## src/rtl/parking_pkg.sv

```systemverilog
// rtl/parking_pkg.sv - shared lane state encoding and occupancy width helper
package parking_pkg;

  typedef enum logic [2:0] {
    IDLE  = 3'd0,
    EN_A  = 3'd1,
    EN_AB = 3'd2,
    EN_B  = 3'd3,
    EX_B  = 3'd4,
    EX_AB = 3'd5,
    EX_A  = 3'd6,
    FAULT = 3'd7
  } lane_state_e;

  function automatic int occ_width(input int capacity);
    return $clog2(capacity + 1);
  endfunction

endpackage

```

## src/rtl/parking_lane_fsm.sv

```systemverilog
// rtl/parking_lane_fsm.sv - one lane's direction decoder with dwell timeout
module parking_lane_fsm
  import parking_pkg::*;
#(
  parameter int TIMEOUT = 1024
) (
  input  logic clk,
  input  logic rst,
  input  logic sens_a_i,
  input  logic sens_b_i,
  output logic enter_o,
  output logic exit_o,
  output logic fault_o
);

  localparam int DW = (TIMEOUT > 1) ? $clog2(TIMEOUT) : 1;
  localparam logic [DW-1:0] DWELL_LAST = DW'((TIMEOUT > 0) ? TIMEOUT - 1 : 0);

  lane_state_e   state_q, state_d;
  logic [DW-1:0] dwell_q, dwell_d;
  logic          enter_q, enter_d;
  logic          exit_q, exit_d;
  logic          fault_q, fault_d;
  logic [1:0]    ab;

  assign ab = {sens_a_i, sens_b_i};

  always_comb begin
    state_d = state_q;
    case (state_q)
      IDLE:  case (ab)
               2'b00:   state_d = IDLE;
               2'b10:   state_d = EN_A;
               2'b01:   state_d = EX_B;
               default: state_d = FAULT;
             endcase
      EN_A:  case (ab)
               2'b10:   state_d = EN_A;
               2'b11:   state_d = EN_AB;
               2'b00:   state_d = IDLE;
               default: state_d = FAULT;
             endcase
      EN_AB: case (ab)
               2'b11:   state_d = EN_AB;
               2'b01:   state_d = EN_B;
               2'b10:   state_d = EN_A;
               default: state_d = FAULT;
             endcase
      EN_B:  case (ab)
               2'b01:   state_d = EN_B;
               2'b11:   state_d = EN_AB;
               2'b00:   state_d = IDLE;
               default: state_d = FAULT;
             endcase
      EX_B:  case (ab)
               2'b01:   state_d = EX_B;
               2'b11:   state_d = EX_AB;
               2'b00:   state_d = IDLE;
               default: state_d = FAULT;
             endcase
      EX_AB: case (ab)
               2'b11:   state_d = EX_AB;
               2'b10:   state_d = EX_A;
               2'b01:   state_d = EX_B;
               default: state_d = FAULT;
             endcase
      EX_A:  case (ab)
               2'b10:   state_d = EX_A;
               2'b11:   state_d = EX_AB;
               2'b00:   state_d = IDLE;
               default: state_d = FAULT;
             endcase
      // Recovery: a faulted lane waits for both beams to clear.
      FAULT:   state_d = (ab == 2'b00) ? IDLE : FAULT;
      default: state_d = FAULT;
    endcase

    if (TIMEOUT != 0 && state_q != IDLE && state_q != FAULT && dwell_q == DWELL_LAST) begin
      state_d = FAULT;
    end

    enter_d = (state_q == EN_B) && (state_d == IDLE);
    exit_d  = (state_q == EX_A) && (state_d == IDLE);
    fault_d = (state_d == FAULT) && (state_q != FAULT);

    if (TIMEOUT == 0 || state_q == IDLE || state_q == FAULT ||
        state_d == IDLE || state_d == FAULT) begin
      dwell_d = '0;
    end else begin
      dwell_d = dwell_q + 1'b1;
    end
  end

  always_ff @(posedge clk or posedge rst) begin
    if (rst) begin
      state_q <= IDLE;
      dwell_q <= '0;
      enter_q <= 1'b0;
      exit_q  <= 1'b0;
      fault_q <= 1'b0;
    end else begin
      state_q <= state_d;
      dwell_q <= dwell_d;
      enter_q <= enter_d;
      exit_q  <= exit_d;
      fault_q <= fault_d;
    end
  end

  assign enter_o = enter_q;
  assign exit_o  = exit_q;
  assign fault_o = fault_q;

endmodule

```

## src/rtl/parking_lot_ctrl.sv

```systemverilog
// rtl/parking_lot_ctrl.sv - multi-lane parking controller with clamped occupancy count
module parking_lot_ctrl
  import parking_pkg::*;
#(
  parameter int NUM_LANES = 2,
  parameter int CAPACITY  = 64,
  parameter int TIMEOUT   = 1024,
  localparam int CW       = occ_width(CAPACITY)
) (
  input  logic                 clk,
  input  logic                 rst,
  input  logic [NUM_LANES-1:0] sens_a,
  input  logic [NUM_LANES-1:0] sens_b,
  input  logic                 clear,
  output logic [NUM_LANES-1:0] enter_pulse,
  output logic [NUM_LANES-1:0] exit_pulse,
  output logic [NUM_LANES-1:0] fault,
  output logic [CW-1:0]        occupancy,
  output logic                 full,
  output logic                 empty,
  output logic                 ovf,
  output logic                 unf
);

  localparam logic signed [CW+3:0] CAP_S = (CW+4)'(CAPACITY);
  localparam logic [CW-1:0]        CAP_U = CW'(CAPACITY);

  for (genvar g = 0; g < NUM_LANES; g++) begin : g_lane
    parking_lane_fsm #(
      .TIMEOUT(TIMEOUT)
    ) u_lane (
      .clk      (clk),
      .rst      (rst),
      .sens_a_i (sens_a[g]),
      .sens_b_i (sens_b[g]),
      .enter_o  (enter_pulse[g]),
      .exit_o   (exit_pulse[g]),
      .fault_o  (fault[g])
    );
  end

  logic signed [CW+3:0] cnt_e, cnt_x, raw;
  logic [CW-1:0]        occ_q, occ_d;
  logic                 full_q, full_d, empty_q, empty_d;
  logic                 ovf_q, ovf_d, unf_q, unf_d;

  // Entries and exits net out before clamping, so a full lot with one in and one out is untouched.
  always_comb begin
    cnt_e = '0;
    cnt_x = '0;
    for (int i = 0; i < NUM_LANES; i++) begin
      cnt_e = cnt_e + {{(CW+3){1'b0}}, enter_pulse[i]};
      cnt_x = cnt_x + {{(CW+3){1'b0}}, exit_pulse[i]};
    end
    raw   = $signed({4'b0000, occ_q}) + cnt_e - cnt_x;
    occ_d = raw[CW-1:0];
    ovf_d = ovf_q;
    unf_d = unf_q;
    if (clear) begin
      occ_d = '0;
      ovf_d = 1'b0;
      unf_d = 1'b0;
    end else if (raw > CAP_S) begin
      occ_d = CAP_U;
      ovf_d = 1'b1;
    end else if (raw[CW+3]) begin
      occ_d = '0;
      unf_d = 1'b1;
    end
    full_d  = (occ_d == CAP_U);
    empty_d = (occ_d == '0);
  end

  always_ff @(posedge clk or posedge rst) begin
    if (rst) begin
      occ_q   <= '0;
      full_q  <= 1'b0;
      empty_q <= 1'b1;
      ovf_q   <= 1'b0;
      unf_q   <= 1'b0;
    end else begin
      occ_q   <= occ_d;
      full_q  <= full_d;
      empty_q <= empty_d;
      ovf_q   <= ovf_d;
      unf_q   <= unf_d;
    end
  end

  assign occupancy = occ_q;
  assign full      = full_q;
  assign empty     = empty_q;
  assign ovf       = ovf_q;
  assign unf       = unf_q;

endmodule

```

## config.mk

```make
export PLATFORM = sky130hd
export DESIGN_NAME = parking_lot_ctrl
export DESIGN_NICKNAME = d
export VERILOG_FILES = /design/src/rtl/parking_pkg.sv /design/src/rtl/parking_lane_fsm.sv /design/src/rtl/parking_lot_ctrl.sv
export SDC_FILE = /design/constraint.sdc
export NUM_CORES = 1
export LEC_CHECK = 0
export ABC_AREA = 1
export CAP_MARGIN = 20
export CORE_MARGIN = 1
export CORE_UTILIZATION = 56
export CTS_BUF_LIST = sky130_fd_sc_hd__clkbuf_4 sky130_fd_sc_hd__clkbuf_8
export DETAILED_ROUTE_END_ITERATION = 6
export GPL_TIMING_DRIVEN = 0
export PLACE_DENSITY = 0.77
export SLEW_MARGIN = 15
export SYNTH_ARGS = -nofsm -noshare
export SYNTH_HDL_FRONTEND = slang
export SYNTH_SLANG_ARGS = --single-unit
```

## constraint.sdc

```tcl
create_clock -name clk -period 4.75 [get_ports clk]
set_clock_uncertainty 0.05 [all_clocks]
set_input_delay 0.95 -clock clk [delete_from_list [all_inputs] [get_ports clk]]
set_output_delay 0.95 -clock clk [all_outputs]
set_load 0.01 [all_outputs]
```

==> impl_metrics.toml, run 1 <==
[status]
status = "finished, final reports clean"

[setup_path]
cp-endpoint = "ovf"
cp_max_fo = 5
cp.required_ps = 4890
cp_num_buf_inv = 7
crit_type = "flop to flop"
critical-path-top-delay-family = "adder cells"
startpoint = "g_lane[0].u_lane.exit_o"
rr_startpoint = "g_lane[0].u_lane.exit_o"
crit_top_cell = "inv_1"
critPathArrivalTime_ps = 3370
r2r_slack_ps = 1520
cp_cell_sequence = "inv_1 > fa_1 > inv_1 > fa_1 > inv_1 > ha_1 > inv_1 > fa_1 > inv_1 > nand2_1 > nand2_1 > nand3_1 > nand2_1 > nand2_1 > nand3_1 > nand2_1 > nand2_1 > inv_1 > o21ai_0 > inv_1"
r2r-end = "ovf"
start_kind = "flop"
rr_worst_depth = 20
worst_path_largest_cell_delay_ps = 530
cp.depth = 20
cp_slowest_cell = "fa_1"
critical_path.endpoint_type = "flop"

[synthesis]
synth_nets = 405
synthDistinctLibCells = 31
syn_area_per_cell_um2 = 7.868
yosysSeqAreaShare = 0.3651
synthAdderAreaFrac = 0.1052
yosys_warnings = 0
synth_compound_area_frac = 0.04156
yosys.area.top_type = "dfrtp_1"
synth_seq_cells = 43
synth_top_area_frac = 0.3562
synthArstFlopShare = 1.000
synth_edf_count = 0
synth_top_family_by_area = "simple AND/OR/NAND/NOR gates"
synthSimpleGateAreaFrac = 0.3329
synth_xor_area_frac = 0.04750
syn_inst = 375
synthTopCellsByArea = "dfrtp_1, ha_1, nand2_1"
syn-cell-area_um2 = 2950
dominantRegCellSynth = "dfrtp_1"
muxShareOfSynthArea = 0

[cells_and_area]
finalInstanceArea_um2 = 3425
diodes = 0
drive_above_1_share = 0.1400
area_delta_synth_final_pct = 16.07
finalNetCount = 436

[routing]
via_per_inst = 4.992
ant_nets = 0
num_vias = 2381
drc = 0
drt-total-wl_mm = 4.953
wl_per_cell_um = 10.38
initialDrtViolationCount = 95
firstDrtPassIters = 4

[timing]
period_minus_slack_ps = 3229
post-route-period-util = 0.6799
slew_headroom = 0.7655
rsz0062_at_grt = "no"
setup_violations = 0
tns_ps = 0
hold_viol_final = 0
drv_slew = 0
fmax_ghz = 0.3097
tightest_slew_ps = 351.3

[grt]
grt_pass1_wl_mm = 8.680
grt_usage = 0.2006
grt_overflow = 0
grt_max_degree = 29
grt_pass1_vias = 2092
antenna_found_initial = 0

[power_and_ir_drop]
power_frac_clock = 0.145
max-vdd-ir-drop_mv = 0.4023
power_density_nw_per_um2 = 677.5
switching_share = 0.4828
power_switching_mw = 1.120
pwr-share-comb = 0.627
p_leak_nw = 1.691
power_frac_seq = 0.228
intPower_mw = 1.200

[placement]
placed_area_um2 = 3288
io_buffers = 23
dp_hpwl_mm = 3.824
gp_congestion = 0.8618

[die]
start_util = 0.5814
die_x_um = 74.59
rows = 26
dieArea_um2 = 5563
ios = 24
core_area_um2 = 5075
die-height_um = 74.59

[cts]
cts_tree = "built"
clk_path_buf_depth = 2
postCtsHoldBufs = 0
cts_sinks = 43
clock_latency_ps = 290
cts_resized = 0
clock_tree.root_cell = "clkbuf_8"
htreeDepth = 2
postCtsSetupBuffers = 0
cts_buffers = 5
clk_pin_slew_ps = 90

[worst_hold_path]
hold_class = "flop to flop"

[run]
maxCapViolations = 0
-- worst register-to-register path: cells and delay by family, from the launching register on --
kind | cells | cell delay [ps]
AOI/OAI and AO/OA | 1 | 160
adders and majority gates | 4 | 1430
buffers and inverters | 7 | 460
DFF | 1 | 350
and+or+nand+nor | 8 | 680
-- Yosys cell counts (4+ instances only) --
cell type and count:
nand3_1 39, inv_2 4, ha_1 20, nand2_2 4, nor3_1 11, o21ai_1 5
xor2_1 9, o21ai_0 4, buf_4 8, inv_1 59, a21oi_1 7, nand2_1 62
xnor2_1 7, nor2_1 43, nand4_1 12, dfrtp_1 42, nand3_2 4, nor2_2 13
-- flip-flops by register name (all words and copies together) (netlist names) --
signal,count
unf,1
occupancy,7
g_lane.u_lane.dwell_q,20
g_lane.u_lane.enter_o,2
empty,1
ovf,1
full,1
g_lane.u_lane.state_q,6
g_lane.u_lane.exit_o,2
g_lane.u_lane.fault_o,2
-- power by group through the flow --
stage	combinational, mW	clock, mW	sequential, mW
5_1_grt	1.65	0.356	0.541
3_5_place_dp	1.45	0	0.535
4_1_cts	1.46	0.342	0.528
3_3_place_gp	1.42	0	0.533
2_1_floorplan	1.13	0	0.538
6_report	1.45	0.336	0.529
-- cells by family after synthesis --
group	Yosys count
AOI/OAI and AO/OA	18
DFF	43
xor gates and xnor gates	16
and+or+nand+nor	199
adders and majority gates	23
buffers and inverters	76
-- how the worst min path moves through the flow --
stage,from,cells after the start,endpoint
6_report,g_lane[0].u_lane.dwell_q[0],1,g_lane[0].u_lane.dwell_q[0]
4_1_cts,g_lane[0].u_lane.dwell_q[0],1,g_lane[0].u_lane.dwell_q[0]
5_1_grt,g_lane[1].u_lane.dwell_q[0],1,g_lane[1].u_lane.dwell_q[0]
3_5_place_dp,g_lane[0].u_lane.dwell_q[0],1,g_lane[0].u_lane.dwell_q[0]
3_3_place_gp,g_lane[0].u_lane.dwell_q[0],1,g_lane[0].u_lane.dwell_q[0]
2_1_floorplan,g_lane[0].u_lane.dwell_q[0],1,g_lane[0].u_lane.dwell_q[0]
-- area by class of cell --
type	instances	area, um^2
clock inverters	3	67.56
inverters	66	247.7
multi-input cells	256	1555
repair buffers	24	250.2
well taps	70	87.58
clock buffers	5	68.82
plain buffers	10	70.07
flip-flops and latches	43	1077
fillers	432	1650
-- per-stage QoR --
step / setup slack, ps / hold slack, ps / power (mW) / std cells / utilization
after floorplan: 1776 / 382.9 / 1.670 / 375 / -
after CTS: 1511 / 418.0 / 2.331 / 477 / 0.6748
after global placement: 1559 / 400.2 / 1.952 / 468 / 0.6440
final: 1521 / 424.3 / 2.320 / 477 / 0.6748
after global routing: 1239 / 441.4 / 2.547 / 477 / 0.6748
after detailed placement: 1524 / 406.9 / 1.987 / 469 / 0.6479
-- layer usage --
layer / share of wire / GRT usage / routed length (um)
met5: 0 / 0 / 0
met2: 0.47 / 0.3363 / 2308
met4: 0.013 / 0.06080 / 63
met1: 0.48 / 0.2625 / 2395
met3: 0.037 / 0.04065 / 184
-- placed cells by master (no fill, tap or decap), types with 3 or more instances in the layout --
| cell | instances |
|---|---|
| inv_2 | 5 |
| a21oi_1 | 7 |
| nand2_1 | 62 |
| nor3_1 | 11 |
| ha_1 | 20 |
| nand4_1 | 12 |
| xor2_1 | 9 |
| fa_1 | 3 |
| o21ai_0 | 4 |
| nor2_2 | 13 |
| dfrtp_1 | 42 |
| buf_4 | 8 |
| xnor2_1 | 7 |
| inv_1 | 58 |
| nand2_2 | 4 |
| clkdlybuf4s50_1 | 23 |
| nand3_2 | 4 |
| clkinv_1 | 3 |
| nor2_4 | 3 |
| clkbuf_8 | 5 |
| nand3_1 | 39 |
| o21ai_1 | 5 |
| nor2_1 | 43 |
Power figures use the tool's default switching activity.
==> inputs of run 2 (changes only) <==
==> constraint.sdc (replaced) <==
create_clock -name clk -period 3.21 [get_ports clk]
set_clock_uncertainty 0.05 [all_clocks]
set_input_delay 0.642 -clock clk [delete_from_list [all_inputs] [get_ports clk]]
set_output_delay 0.642 -clock clk [all_outputs]
set_load 0.01 [all_outputs]
==> run 2 against run 1 <==
Compared with the run above: largest cell class unchanged; first-iteration DRC count increased by 4.2%; non-clock buffer count increased by 2; core utilization up 1.2 points; count of clock-buffer cells in the layout stayed put; routed wire length is 3.2% higher; sequential cell count stayed put; sequential power is 49% higher; die area unchanged; hold slack about the same; critical endpoint unchanged; highest routed layer unchanged.
==> impl_metrics.toml, run 2 (synthesized netlist as in run 1, its figures left out) <==
[grt]
grt_max_degree = 29
grt_usage = 0.2006
antenna_found_initial = 0
grt_overflow = 0
grt_pass1_wl_mm = 8.680
grt_pass1_vias = 2092

[cts]
cts_buffers = 5
clock_tree.root_cell = "clkbuf_8"
cts_tree = "built"
postCtsHoldBufs = 0
cts_sinks = 43
htreeDepth = 2
clk_pin_slew_ps = 90
clk_path_buf_depth = 2
clock_latency_ps = 290

[timing]
period_minus_slack_ps = 3124
slew_headroom = 0.7654
rsz0062_at_grt = "yes"
tightest_slew_ps = 351.3
post-route-period-util = 0.9731
setup_violations = 0
drv_slew = 0
fin_ws_ps = 86.44
hold_viol_final = 0
fmax_ghz = 0.3201

[die]
dieArea_um2 = 5563
core_area_um2 = 5075
rows = 26
die_x_um = 74.59
ios = 24
start_util = 0.5814
die-height_um = 74.59

[cells_and_area]
drive_above_1_share = 0.1809
final_util = 0.6864
largest_reg_flops = 20
finalNetCount = 438
top_register = "g_lane.u_lane.dwell_q"
diodes = 0
final_cell_mix = "nand2_1, inv_1, nor2_1, dfrtp_1, nand3_1"
final_common_cell = "nand2_1"
area_delta_synth_final_pct = 18.07

[routing]
via_per_inst = 4.973
drc = 0
initialDrtViolationCount = 99
firstDrtPassIters = 4
wl_per_cell_um = 10.67
ant_nets = 0
drt-total-wl_mm = 5.111
num_vias = 2382

[power_and_ir_drop]
p_leak_nw = 1.714
power_density_nw_per_um2 = 1039
max-vdd-ir-drop_mv = 0.6028

[placement]
place_ws_ps = -15.54
dp_hpwl_mm = 3.824
io_buffers = 23
gp_congestion = 0.8618

[setup_path]
cp.required_ps = 3360
cp_num_buf_inv = 6
critical-path-top-delay-family = "adder cells"
worst_path_largest_cell_delay_ps = 560
cp_slowest_cell = "fa_2"
cp_max_fo = 5
critical_path.endpoint_type = "flop"
start_kind = "flop"
crit_type = "flop to flop"
critPathArrivalTime_ps = 3270
crit_top_cell = "inv_1"
cp_cell_sequence = "inv_1 > fa_1 > inv_1 > fa_1 > inv_1 > ha_2 > inv_1 > fa_2 > nand3_2 > nor2_2 > nand3_1 > nor2_1 > nand3_1 > nand2_2 > inv_2 > o21ai_2 > inv_1"

[worst_hold_path]
hold_class = "flop to flop"

[run]
maxCapViolations = 0

[status]
status = "finished, final reports clean"
[run 2: final timing paths]
| check | startpoint | endpoint | slack [ps] | depth (start not counted) |
|---|---|---|---|---|
| max | g_lane[0].u_lane.exit_o | ovf | 90 | 17 |
| min | g_lane[0].u_lane.dwell_q[0] | g_lane[0].u_lane.dwell_q[0] | 420 | 1 |
| max reg2reg | g_lane[0].u_lane.exit_o | ovf | 90 | 17 |
| min reg2reg | g_lane[0].u_lane.dwell_q[0] | g_lane[0].u_lane.dwell_q[0] | 420 | 1 |
| max in group asynchronous | rst | empty | 2010 | 3 |
| min in group asynchronous | rst | g_lane[0].u_lane.dwell_q[8] | 580 | 2 |
[run 2: cell type report]
type                    count  area, um^2
plain buffers              10       70.07
clock buffers               5       68.82
clock inverters             3       67.56
fillers                   423        1592
inverters                  66       247.7
multi-input cells         256        1599
flip-flops and latches     43        1077
well taps                  70       87.58
repair buffers             26       265.3
[run 2: per-layer routing]
| metal | vias to the layer above | GRT usage | routed length, um | part of all wire |
|---|---|---|---|---|
| met4 | 0 | 0.06080 | 63 | 0.012 |
| met1 | 1085 | 0.2625 | 2446 | 0.48 |
| met3 | 6 | 0.04065 | 167 | 0.033 |
| li1 | 1249 | - | - | - |
| met5 | - | 0 | 0 | 0 |
| met2 | 42 | 0.3363 | 2432 | 0.48 |
[run 2: repair_timing]
action / CTS / global route
setup buffers: 0 / 2
endpoints found under the setup margin: 1 / 8
gates resized for setup: 1 / 15
pin swaps: 0 / 3
[run 2: power by group]
group	switching [mW]	internal (mW)	leakage (nW)	total (mW)
Clock	0.186	0.310	0.0644	0.497
Sequential	0.0991	0.687	0.571	0.786
Combinational	1.49	0.845	1.08	2.34
Total	1.78	1.84	1.71	3.62
[run 2: per-stage QoR]
| stage | TNS, ps | instance area [um^2] | hold WS, ps | power, mW | instances |
|---|---|---|---|---|---|
| after detailed placement | -15.54 | 3288 | 406.9 | 2.940 | 469 |
| final | 0 | 3483 | 424.3 | 3.619 | 479 |
| after global routing | -451.6 | 3483 | 441.4 | 3.963 | 479 |
| after floorplan | 0 | 2950 | 382.9 | 2.472 | 375 |
| after global placement | 0 | 3268 | 400.2 | 2.888 | 468 |
| after CTS | 0 | 3425 | 418.0 | 3.454 | 477 |
